**src/rtl/lsu_pkg.sv**
```systemverilog
// Shared funct3 codes, FSM state type and request-classification helpers for the LSU memory port.
package lsu_pkg;

  localparam logic [2:0] F3_B  = 3'b000;
  localparam logic [2:0] F3_H  = 3'b001;
  localparam logic [2:0] F3_W  = 3'b010;
  localparam logic [2:0] F3_BU = 3'b100;
  localparam logic [2:0] F3_HU = 3'b101;

  typedef enum logic {
    IDLE = 1'b0,
    RMW  = 1'b1
  } lsu_state_t;

  function automatic logic is_misaligned(input logic [2:0] funct3, input logic [1:0] off);
    logic half;
    half = (funct3 == F3_H) || (funct3 == F3_HU);
    return (half && off[0]) || ((funct3 == F3_W) && (off != 2'b00));
  endfunction

  function automatic logic is_legal(input logic we, input logic [2:0] funct3);
    if (we) begin
      return (funct3 == F3_B) || (funct3 == F3_H) || (funct3 == F3_W);
    end
    return (funct3 == F3_B) || (funct3 == F3_H) || (funct3 == F3_W) ||
           (funct3 == F3_BU) || (funct3 == F3_HU);
  endfunction

endpackage

```
**src/rtl/lsu_mem_port_if.sv**
```systemverilog
// Pipeline-side request/response bundle of the LSU memory port; master = MEM stage, slave = LSU.
interface lsu_mem_port_if #(
  parameter int XLEN       = 32,
  parameter int ADDR_WIDTH = XLEN
);

  logic                  req_valid;
  logic                  req_ready;
  logic                  req_we;
  logic [2:0]            req_funct3;
  logic [ADDR_WIDTH-1:0] req_addr;
  logic [XLEN-1:0]       req_wdata;
  logic                  resp_valid;
  logic [XLEN-1:0]       resp_rdata;
  logic                  resp_err;

  modport master (
    output req_valid, req_we, req_funct3, req_addr, req_wdata,
    input  req_ready, resp_valid, resp_rdata, resp_err
  );

  modport slave (
    input  req_valid, req_we, req_funct3, req_addr, req_wdata,
    output req_ready, resp_valid, resp_rdata, resp_err
  );

endinterface

```
**src/rtl/lsu_lane_unit.sv**
```systemverilog
// Combinational byte/half lane logic: load extract with sign/zero extend, and store merge into an old word.
module lsu_lane_unit
  import lsu_pkg::*;
#(
  parameter int XLEN = 32
) (
  input  logic [XLEN-1:0] ld_word_i,
  input  logic [1:0]      ld_off_i,
  input  logic [2:0]      ld_funct3_i,
  output logic [XLEN-1:0] ld_data_o,
  input  logic [XLEN-1:0] st_old_i,
  input  logic [XLEN-1:0] st_new_i,
  input  logic [1:0]      st_off_i,
  input  logic [1:0]      st_size_i,
  output logic [XLEN-1:0] st_data_o
);

  logic [7:0]  ld_byte;
  logic [15:0] ld_half;

  always_comb begin
    ld_byte = ld_word_i[{ld_off_i, 3'b000} +: 8];
    ld_half = ld_word_i[{ld_off_i[1], 4'b0000} +: 16];
    // funct3[2] set means the unsigned variant
    case (ld_funct3_i)
      F3_B, F3_BU: ld_data_o = {{(XLEN-8){ld_byte[7] & ~ld_funct3_i[2]}}, ld_byte};
      F3_H, F3_HU: ld_data_o = {{(XLEN-16){ld_half[15] & ~ld_funct3_i[2]}}, ld_half};
      default:     ld_data_o = ld_word_i;
    endcase
  end

  always_comb begin
    st_data_o = st_old_i;
    case (st_size_i)
      2'b00:   st_data_o[{st_off_i, 3'b000} +: 8]     = st_new_i[7:0];
      2'b01:   st_data_o[{st_off_i[1], 4'b0000} +: 16] = st_new_i[15:0];
      default: st_data_o = st_new_i;
    endcase
  end

endmodule

```
**src/rtl/lsu_mem_port.sv**
```systemverilog
// RV32 load/store initiator onto a word-wide single-port memory; sub-word stores take a 2-cycle read-modify-write.
// Define LSU_MISALIGN_CHECK_EN to flag misaligned halfword/word accesses as errors instead of ignoring low address bits.
module lsu_mem_port
  import lsu_pkg::*;
#(
  parameter int XLEN       = 32,
  parameter int ADDR_WIDTH = XLEN
) (
  input  logic                  clk,
  input  logic                  rst,
  lsu_mem_port_if.slave         bus,
  output logic                  mem_we,
  output logic [ADDR_WIDTH-1:0] mem_addr,
  output logic [XLEN-1:0]       mem_wdata,
  input  logic [XLEN-1:0]       mem_rdata
);

  lsu_state_t            state_q, state_d;
  logic                  resp_valid_q, resp_valid_d;
  logic                  resp_err_q, resp_err_d;
  logic [XLEN-1:0]       resp_rdata_q, resp_rdata_d;
  logic [ADDR_WIDTH-3:0] cap_waddr_q, cap_waddr_d;
  logic [1:0]            cap_size_q, cap_size_d;
  logic [1:0]            cap_off_q, cap_off_d;
  logic [XLEN-1:0]       cap_wdata_q, cap_wdata_d;
  logic [XLEN-1:0]       cap_rdata_q, cap_rdata_d;

  logic                  req_ready;
  logic                  req_bad;
  logic [XLEN-1:0]       ld_data;
  logic [XLEN-1:0]       st_data;

`ifdef LSU_MISALIGN_CHECK_EN
  assign req_bad = !is_legal(bus.req_we, bus.req_funct3) ||
                   is_misaligned(bus.req_funct3, bus.req_addr[1:0]);
`else
  assign req_bad = !is_legal(bus.req_we, bus.req_funct3);
`endif

  lsu_lane_unit #(.XLEN(XLEN)) u_lane (
    .ld_word_i   (mem_rdata),
    .ld_off_i    (bus.req_addr[1:0]),
    .ld_funct3_i (bus.req_funct3),
    .ld_data_o   (ld_data),
    .st_old_i    (cap_rdata_q),
    .st_new_i    (cap_wdata_q),
    .st_off_i    (cap_off_q),
    .st_size_i   (cap_size_q),
    .st_data_o   (st_data)
  );

  always_comb begin
    state_d      = state_q;
    req_ready    = 1'b0;
    mem_we       = 1'b0;
    mem_addr     = '0;
    mem_wdata    = '0;
    resp_valid_d = 1'b0;
    resp_err_d   = 1'b0;
    resp_rdata_d = '0;
    cap_waddr_d  = cap_waddr_q;
    cap_size_d   = cap_size_q;
    cap_off_d    = cap_off_q;
    cap_wdata_d  = cap_wdata_q;
    cap_rdata_d  = cap_rdata_q;
    case (state_q)
      IDLE: begin
        req_ready = 1'b1;
        mem_addr  = {bus.req_addr[ADDR_WIDTH-1:2], 2'b00};
        if (bus.req_valid) begin
          resp_valid_d = 1'b1;
          if (req_bad) begin
            resp_err_d = 1'b1;
          end else if (!bus.req_we) begin
            resp_rdata_d = ld_data;
          end else if (bus.req_funct3 == F3_W) begin
            mem_we    = 1'b1;
            mem_wdata = bus.req_wdata;
          end else begin
            // Sub-word store: snapshot the old word now, write the merge next cycle
            resp_valid_d = 1'b0;
            state_d      = RMW;
            cap_waddr_d  = bus.req_addr[ADDR_WIDTH-1:2];
            cap_size_d   = bus.req_funct3[1:0];
            cap_off_d    = bus.req_addr[1:0];
            cap_wdata_d  = bus.req_wdata;
            cap_rdata_d  = mem_rdata;
          end
        end
      end
      RMW: begin
        mem_addr     = {cap_waddr_q, 2'b00};
        mem_we       = 1'b1;
        mem_wdata    = st_data;
        resp_valid_d = 1'b1;
        state_d      = IDLE;
      end
      default: state_d = IDLE;
    endcase
    // Reset dominates so an in-flight RMW never reaches memory
    if (!rst) begin
      req_ready = 1'b1;
      mem_we    = 1'b0;
      mem_addr  = '0;
      mem_wdata = '0;
    end
  end

  always_ff @(posedge clk) begin
    if (!rst) begin
      state_q      <= IDLE;
      resp_valid_q <= 1'b0;
      resp_err_q   <= 1'b0;
      resp_rdata_q <= '0;
      cap_waddr_q  <= '0;
      cap_size_q   <= '0;
      cap_off_q    <= '0;
      cap_wdata_q  <= '0;
      cap_rdata_q  <= '0;
    end else begin
      state_q      <= state_d;
      resp_valid_q <= resp_valid_d;
      resp_err_q   <= resp_err_d;
      resp_rdata_q <= resp_rdata_d;
      cap_waddr_q  <= cap_waddr_d;
      cap_size_q   <= cap_size_d;
      cap_off_q    <= cap_off_d;
      cap_wdata_q  <= cap_wdata_d;
      cap_rdata_q  <= cap_rdata_d;
    end
  end

  assign bus.req_ready  = req_ready;
  assign bus.resp_valid = resp_valid_q;
  assign bus.resp_err   = resp_err_q;
  assign bus.resp_rdata = resp_rdata_q;

endmodule

```
**src/flat_wrapper.sv**
```systemverilog
// flat-port wrapper written by rule: the top's interface ports become plain ports
module lsu_mem_port_flat import lsu_pkg::*;
#(
  parameter int XLEN       = 32,
  parameter int ADDR_WIDTH = XLEN
)
  (clk, rst, mem_we, mem_addr, mem_wdata, mem_rdata, bus_req_valid, bus_req_we, bus_req_funct3, bus_req_addr, bus_req_wdata, bus_req_ready, bus_resp_valid, bus_resp_rdata, bus_resp_err);
  lsu_mem_port_if #(.XLEN(XLEN), .ADDR_WIDTH(ADDR_WIDTH)) bus_i ();
  input  logic clk;
  input  logic rst;
  output logic mem_we;
  output logic [ADDR_WIDTH-1:0] mem_addr;
  output logic [XLEN-1:0] mem_wdata;
  input  logic [XLEN-1:0] mem_rdata;
  input wire logic [$bits(bus_i.req_valid)-1:0] bus_req_valid;
  input wire logic [$bits(bus_i.req_we)-1:0] bus_req_we;
  input wire logic [$bits(bus_i.req_funct3)-1:0] bus_req_funct3;
  input wire logic [$bits(bus_i.req_addr)-1:0] bus_req_addr;
  input wire logic [$bits(bus_i.req_wdata)-1:0] bus_req_wdata;
  output wire logic [$bits(bus_i.req_ready)-1:0] bus_req_ready;
  output wire logic [$bits(bus_i.resp_valid)-1:0] bus_resp_valid;
  output wire logic [$bits(bus_i.resp_rdata)-1:0] bus_resp_rdata;
  output wire logic [$bits(bus_i.resp_err)-1:0] bus_resp_err;
  assign bus_i.req_valid = bus_req_valid;
  assign bus_i.req_we = bus_req_we;
  assign bus_i.req_funct3 = bus_req_funct3;
  assign bus_i.req_addr = bus_req_addr;
  assign bus_i.req_wdata = bus_req_wdata;
  assign bus_req_ready = bus_i.req_ready;
  assign bus_resp_valid = bus_i.resp_valid;
  assign bus_resp_rdata = bus_i.resp_rdata;
  assign bus_resp_err = bus_i.resp_err;
  lsu_mem_port #(.XLEN(XLEN), .ADDR_WIDTH(ADDR_WIDTH)) u_core (.clk(clk), .rst(rst), .bus(bus_i), .mem_we(mem_we), .mem_addr(mem_addr), .mem_wdata(mem_wdata), .mem_rdata(mem_rdata));
endmodule
```
**config.mk**
```make
export PLATFORM = sky130hd
export DESIGN_NAME = lsu_mem_port_flat
export DESIGN_NICKNAME = d
export VERILOG_FILES = /design/src/rtl/lsu_pkg.sv /design/src/rtl/lsu_mem_port_if.sv /design/src/rtl/lsu_lane_unit.sv /design/src/rtl/lsu_mem_port.sv /design/src/flat_wrapper.sv
export SDC_FILE = /design/constraint.sdc
export NUM_CORES = 1
export LEC_CHECK = 0
export BUFFER_PORTS_ARGS = -buffer_cell sky130_fd_sc_hd__buf_2
export CAP_MARGIN = 20
export CORE_AREA = 5 5 127 129
export DETAILED_ROUTE_END_ITERATION = 10
export DIE_AREA = 0 0 132 134
export HOLD_SLACK_MARGIN = 0.12
export PLACE_DENSITY = 0.85
export SLEW_MARGIN = 40
export SYNTH_ARGS = -nofsm -noshare
export SYNTH_HDL_FRONTEND = slang
export SYNTH_SLANG_ARGS = --single-unit
```
**constraint.sdc**
```tcl
create_clock -name clk -period 3.43 [get_ports clk]
set_clock_uncertainty 0.1 [all_clocks]
set_input_delay 0.686 -clock clk [delete_from_list [all_inputs] [get_ports clk]]
set_output_delay 0.686 -clock clk [all_outputs]
set_load 0.03 [all_outputs]
```
Word-level counts from Yosys, hierarchy flattened
Cells that the tools add are included.
{"block": "totals", "ff_bits": 133, "latchBits": 0, "mem_bits_rw": 0, "romBits": 0, "out_inout_bits": 100, "word_cells": 74, "mem_count": 0}
{"block": "op_classes", "n_addsub": 2, "n_mul": 0, "n_div": 0, "magnitude_cmp": 0, "eq_ne": 5, "shift": 6, "mux": 33, "n_bitwise": 8, "reduce_logical": 11}
{"operator": "$pmux 32 s2", "count": 4}
{"operator": "$mux 32", "count": 6}
{"operator": "$bwmux 32", "count": 2}
{"operator": "$shift 16x7->32 const A", "count": 1}
{"operator": "$shift 8x7->32 const A", "count": 1}
{"operator": "$shiftx 16x7->32", "count": 1}
{"operator": "$shiftx 32x6->16", "count": 1}
{"operator": "$shiftx 32x6->8", "count": 1}
{"operator": "$shiftx 8x7->32", "count": 1}
{"operator": "$mux 1", "count": 18}
{"operator": "$neg 5->7", "count": 2}
{"operator": "$eq 3x3->1 const B", "count": 2}
{"operator": "$not 1->1", "count": 6}
{"operator": "$pmux 1 s2", "count": 3}
{"operator": "$reduce_and 5->1", "count": 1}
{"operator": "$reduce_or 5->1", "count": 1}
{"operator": "$logic_or 1x1->1", "count": 4}
{"operator": "$reduce_or 2->1", "count": 2}
{"operator": "$eq 3x1->1 const B", "count": 1}
{"operator": "$eq 3x2->1 const B", "count": 1}
{"operator": "$logic_not 3->1", "count": 1}
{"operator": "$reduce_or 3->1", "count": 1}
{"operator": "$and 1x1->1", "count": 2}
{"operator": "$eq 2x1->1 const B", "count": 1}
{"operator": "$logic_not 2->1", "count": 1}

Depth between registers and ports, before layout
{"block": "logic_depth", "ltp_word": 10, "ltp_mapped": 8}

Modules after synthesis
From an unflattened synthesis, not the netlist that was laid out.
{"block": "unflattened", "hier_cells": 905, "hier_area_um2": 7404.6}
{"mod": "lsu_mem_port", "instances": 1, "cells_per_inst": 657, "area_each_um2": 5930.7, "seq_area_each_um2": 2662.6}
{"mod": "lsu_lane_unit", "instances": 1, "cells_per_inst": 248, "area_each_um2": 1473.9, "seq_area_each_um2": 0.0}

Worst setup path before layout
Ideal clock, no wire load.
{"block": "synth_path", "kind": "reg-to-output", "startpoint": "register u_core.cap_off_q[1]", "endpoint": "output mem_wdata[24]", "t_arrival_ns": 2.619, "t_required_ns": 2.644, "path_slack_ns": 0.025, "path_stages_with_launch": 8, "n_path_buf": 2, "cell_sequence": "dfxtp_1 -> buf_2 -> clkbuf_1 -> inv_1 -> ha_1 -> nor4b_4 -> a311oi_1 -> o32ai_1"}
{"block": "synth_via", "elab_chain_len": 6, "elab_cells_between_ends": 11, "cone_classes": "add/sub: 2; shift: 4; mux: 5"}
{"item": "start, declared", "line_no": "lsu_mem_port.sv:24", "text": "logic [1:0] cap_off_q, cap_off_d;"}
{"item": "start signal, assigned", "line_no": "lsu_mem_port.sv:127", "text": "cap_off_q <= cap_off_d;"}
{"item": "$neg 5->7, on equally long branches", "line_no": "lsu_lane_unit.sv:36, lsu_lane_unit.sv:35"}
{"item": "$shiftx 16x7->32 (tied with other cells)", "line_no": "lsu_lane_unit.sv:36", "text": "2'b01: st_data_o[{st_off_i[1], 4'b0000} +: 16] = st_new_i[15:0];"}
{"item": "$bwmux 32, on equally long branches", "line_no": "lsu_lane_unit.sv:36, lsu_lane_unit.sv:35"}
{"item": "$pmux 32 s2 *", "line_no": "lsu_lane_unit.sv:34", "text": "case (st_size_i)"}
{"item": "$pmux 32 s2 *", "line_no": "lsu_mem_port.sv:66", "text": "case (state_q)"}
{"item": "$mux 32 *", "line_no": "lsu_mem_port.sv:101", "text": "if (!rst) begin"}
{"item": "end, declared", "line_no": "flat_wrapper.sv:13", "text": "output logic [XLEN-1:0] mem_wdata;"}
Every way passes the cells marked *; elsewhere a longest branch is shown, timed or not.

Worst setup path in the final report
{"block": "layout_path", "startpoint": "register u_core.cap_off_q[1]", "endpoint": "output mem_wdata[10]"}
The elaborated chain is that of the path after synthesis.

==> flow_summary.toml <==
[die]
pin_count = 203
initial_utilization_pct = 53.0
row_count = 45
core_um2 = 14900
dieArea_um2 = 17700
die_h_um = 134
die_w_um = 132

[critical_path]
critPathMaxStageDelay_ps = 490
crit_path_start_kind = "register"
crit_chain = "inv_1, ha_1, or3b_4, o311ai_1, a32o_1, buf_2"
cp_slowest_cell = "or3b_4"
end_kind = "output pin"
critPathLaunch = "u_core.cap_off_q[1]$_SDFFE_PN0P_"
rrSetupSlack_ps = 1090
critPathArrivalTime_ps = 2550
path_buf_inv = 2
worstRegToRegCells = 5
rr_endpoint = "u_core.cap_wdata_q[20]$_SDFFE_PN0P_"
crit_type = "reg -> out"
required_ps = 2640
crit_family = "compound AO/OA/AOI/OAI gates"
cp_max_fo = 8
crit_cells = 6
crit_end = "mem_wdata[10]"
r2r_start = "u_core.state_q$_SDFF_PP0_"

[synth]
synth.yosys.seq_area_share_pct = 33.7
ys_ff_latch = 133
async_reset_ff_share_pct = 0
synth.distinct_cells = 58
ys_warn_count = 0
synthesis.area_um2 = 7900
synthCells = 940
synth.avg_cell_area_um2 = 8.41
synth_enable_flop_cells = 0
synth_ff_type = "dfxtp_1"

[timing]
post-route-min-period_ps = 3330
final-max-slew-violation-count = 0
rsz0062_at_grt = "false"
tns_ps = 0
fmaxAchievable_mhz = 300
hold_viol = 0
whs_ps = 381
period_share_pct = 97.1
worstMarginPinSlew_ps = 769
max_slew_margin_pct = 48.7
finalSetupViolations = 0

[placed_design]
place_area_um2 = 8810
gp_congestion = 1.02
dp.cells = 1245
hpwlAfterDp_um = 17800
portBuffers = 200

[routing]
vias = 8149
antenna_left = 0
dr.first_iter.drc_count = 892
dr.pass1.iters = 5
drt-total-wl_um = 25800
routedWlPerCell_um = 20.2
vias_per_cell = 6.38
drc = 0

[power]
p_seq_share_pct = 40.3
internal_power_w = 0.00289
switching_power_w = 0.00108
p_comb_share_pct = 13.3
switching_share_pct = 27.3
p_leak_nw = 3.63
fin_total_pwr_w = 0.00397
pwr-share-clk_pct = 46.4
peakVddDrop_mv = 0.247
power.density_nw_per_um2 = 421

[finish]
antenna_cells = 0
final_cells = 1278
syn_to_final_growth_pct = 19.4
final_common_cell = "buf_2"
finalInstanceArea_um2 = 9440
mostFrequentLayoutCells = "200 x buf_2, 132 x dfxtp_1, 121 x o21ai_0"
nNetsFinal = 1185
drive_gt1_share_pct = 26.7

[global_route]
grt_max_degree = 136
first_global_vias = 7709
grt_pass1_wl_um = 40500
grt_antenna_before_repair = 0
grt_use_total_pct = 27.9
grt_remaining_overflow = 0

[clocking]
clkTransAtPathRegs_ps = 60
cts.sinks = 133
cts_tree = "done"
cts_buffers = 17
insertion_delay_ps = 420
clockBufferDepth = 2
cts_root_buf = "clkbuf_16"
htree_levels = 4

[min_path]
hp-class = "reg -> reg"

[job]
cap_viol_max_count = 0

[outcome]
status = "complete, no violations"
==> stage by stage <==
| step | setup slack (ps) | utilization (%) |
|---|---|---|
| floorplan | 25.0 | - |
| global placement | 429 | 58.9 |
| detailed placement | 376 | 59.1 |
| CTS | 6.43 | 63.2 |
| global route | 18.1 | 63.2 |
| finish | 98.3 | 63.2 |
==> per-layer routing <==
layer  vias to the layer above  global-route usage (%)  part of all wire [%]
met1                      3800                    35.2                    38
met3                        91                    8.48                    11
li1                       3752                       -                     -
met5                         -                       0                     0
met4                         0                    11.7                   3.7
met2                       506                    44.6                    47
==> sequential cells by signal, indices dropped and copies added (netlist names) <==
register	count
u_core.cap_off_q	2
u_core.bus.resp_err	1
u_core.bus.resp_valid	1
u_core.cap_waddr_q	30
u_core.state_q	1
u_core.cap_wdata_q	32
u_core.cap_rdata_q	32
u_core.bus.resp_rdata	32
u_core.cap_size_q	2
==> Yosys cell counts (all sizes together) (2+ instances only) <==
| cell type | number | area, um2 |
|---|---|---|
| dfxtp | 133 | 2660 |
| o21ai | 131 | 663 |
| nand3 | 98 | 490 |
| a21boi | 97 | 728 |
| buf | 59 | 374 |
| nor2b | 55 | 344 |
| clkbuf | 45 | 171 |
| inv | 34 | 128 |
| mux2i | 33 | 330 |
| nor2 | 25 | 93.8 |
| nor3b | 21 | 168 |
| a32o | 17 | 170 |
| o22ai | 17 | 106 |
| nand2b | 16 | 103 |
| o2bb2ai | 16 | 140 |
| a21oi | 15 | 78.8 |
| a311oi | 15 | 131 |
| o32ai | 15 | 131 |
| nand2 | 13 | 48.8 |
| mux2 | 11 | 124 |
| o21a | 9 | 67.6 |
| a221o | 8 | 80.1 |
| o311ai | 8 | 70.1 |
| a221oi | 6 | 52.6 |
| ha | 5 | 62.6 |
| mux4 | 4 | 90.1 |
| o221a | 4 | 45.0 |
| and2 | 3 | 18.8 |
| or3b | 3 | 26.3 |
| a2111oi | 2 | 17.5 |
| a22oi | 2 | 15.0 |
| a31oi | 2 | 12.5 |
| and4bb | 2 | 25.0 |
| nand3b | 2 | 15.0 |
| nor3 | 2 | 10.0 |
| nor4b | 2 | 32.5 |
| or2 | 2 | 15.0 |
==> worst min-delay path by stage <==
stage,endpoint,startpoint,cells after the start,slack (ps)
floorplan,u_core.cap_wdata_q[23]$_SDFFE_PN0P_,u_core.cap_wdata_q[23]$_SDFFE_PN0P_,2,350
global placement,u_core.cap_waddr_q[3]$_SDFFE_PN0P_,u_core.cap_waddr_q[3]$_SDFFE_PN0P_,2,360
detailed placement,u_core.cap_wdata_q[25]$_SDFFE_PN0P_,u_core.cap_wdata_q[25]$_SDFFE_PN0P_,2,370
CTS,u_core.cap_wdata_q[18]$_SDFFE_PN0P_,u_core.cap_wdata_q[18]$_SDFFE_PN0P_,2,380
global route,u_core.cap_waddr_q[23]$_SDFFE_PN0P_,u_core.cap_waddr_q[23]$_SDFFE_PN0P_,2,400
finish,u_core.cap_waddr_q[14]$_SDFFE_PN0P_,u_core.cap_waddr_q[14]$_SDFFE_PN0P_,2,380
==> power groups by stage <==
stage          Clock (W)  Sequential (W)  Combinational [W]
2_1_floorplan          0         0.00164           0.000329
3_3_place_gp           0         0.00163           0.000511
3_5_place_dp           0         0.00164           0.000517
4_1_cts          0.00186         0.00160           0.000520
5_1_grt          0.00194         0.00160           0.000567
6_report         0.00184         0.00160           0.000529
==> layout make-up <==
cell class | instances | area (um2)
clock inverter | 12 | 143
inverter | 35 | 131
multi-input combinational | 669 | 4590
sequential | 133 | 2660
tap | 188 | 235
clock buffer | 20 | 457
fill | 1247 | 5490
timing repair buffer | 221 | 1210
==> worst min-delay path, delay by kind of cell, from the launching register on <==
kind | cells | cell delay (ps)
AO/OA/AOI/OAI | 2 | 130
flip-flops | 1 | 300
==> repair_timing <==
item                       4_1_cts  5_1_grt
pin swaps                        0        0
setup endpoints to repair       13       19
gates resized for setup          2        4
buffers inserted                 1        0
hold buffers                     0        0
==> logic make-up after synthesis <==
logic type               after synthesis  synth area share, %
AND/OR/NAND/NOR                      248                 18.0
AO/OA/AOI/OAI                        366                 32.0
adder cells (fa/ha/maj)                5                0.792
multiplexers                          48                 6.89
buffers and inverters                139                 8.56
other                                  1               0.0474
flip-flops                           133                 33.7
No activity file was read; power rests on OpenSTA's default activity.
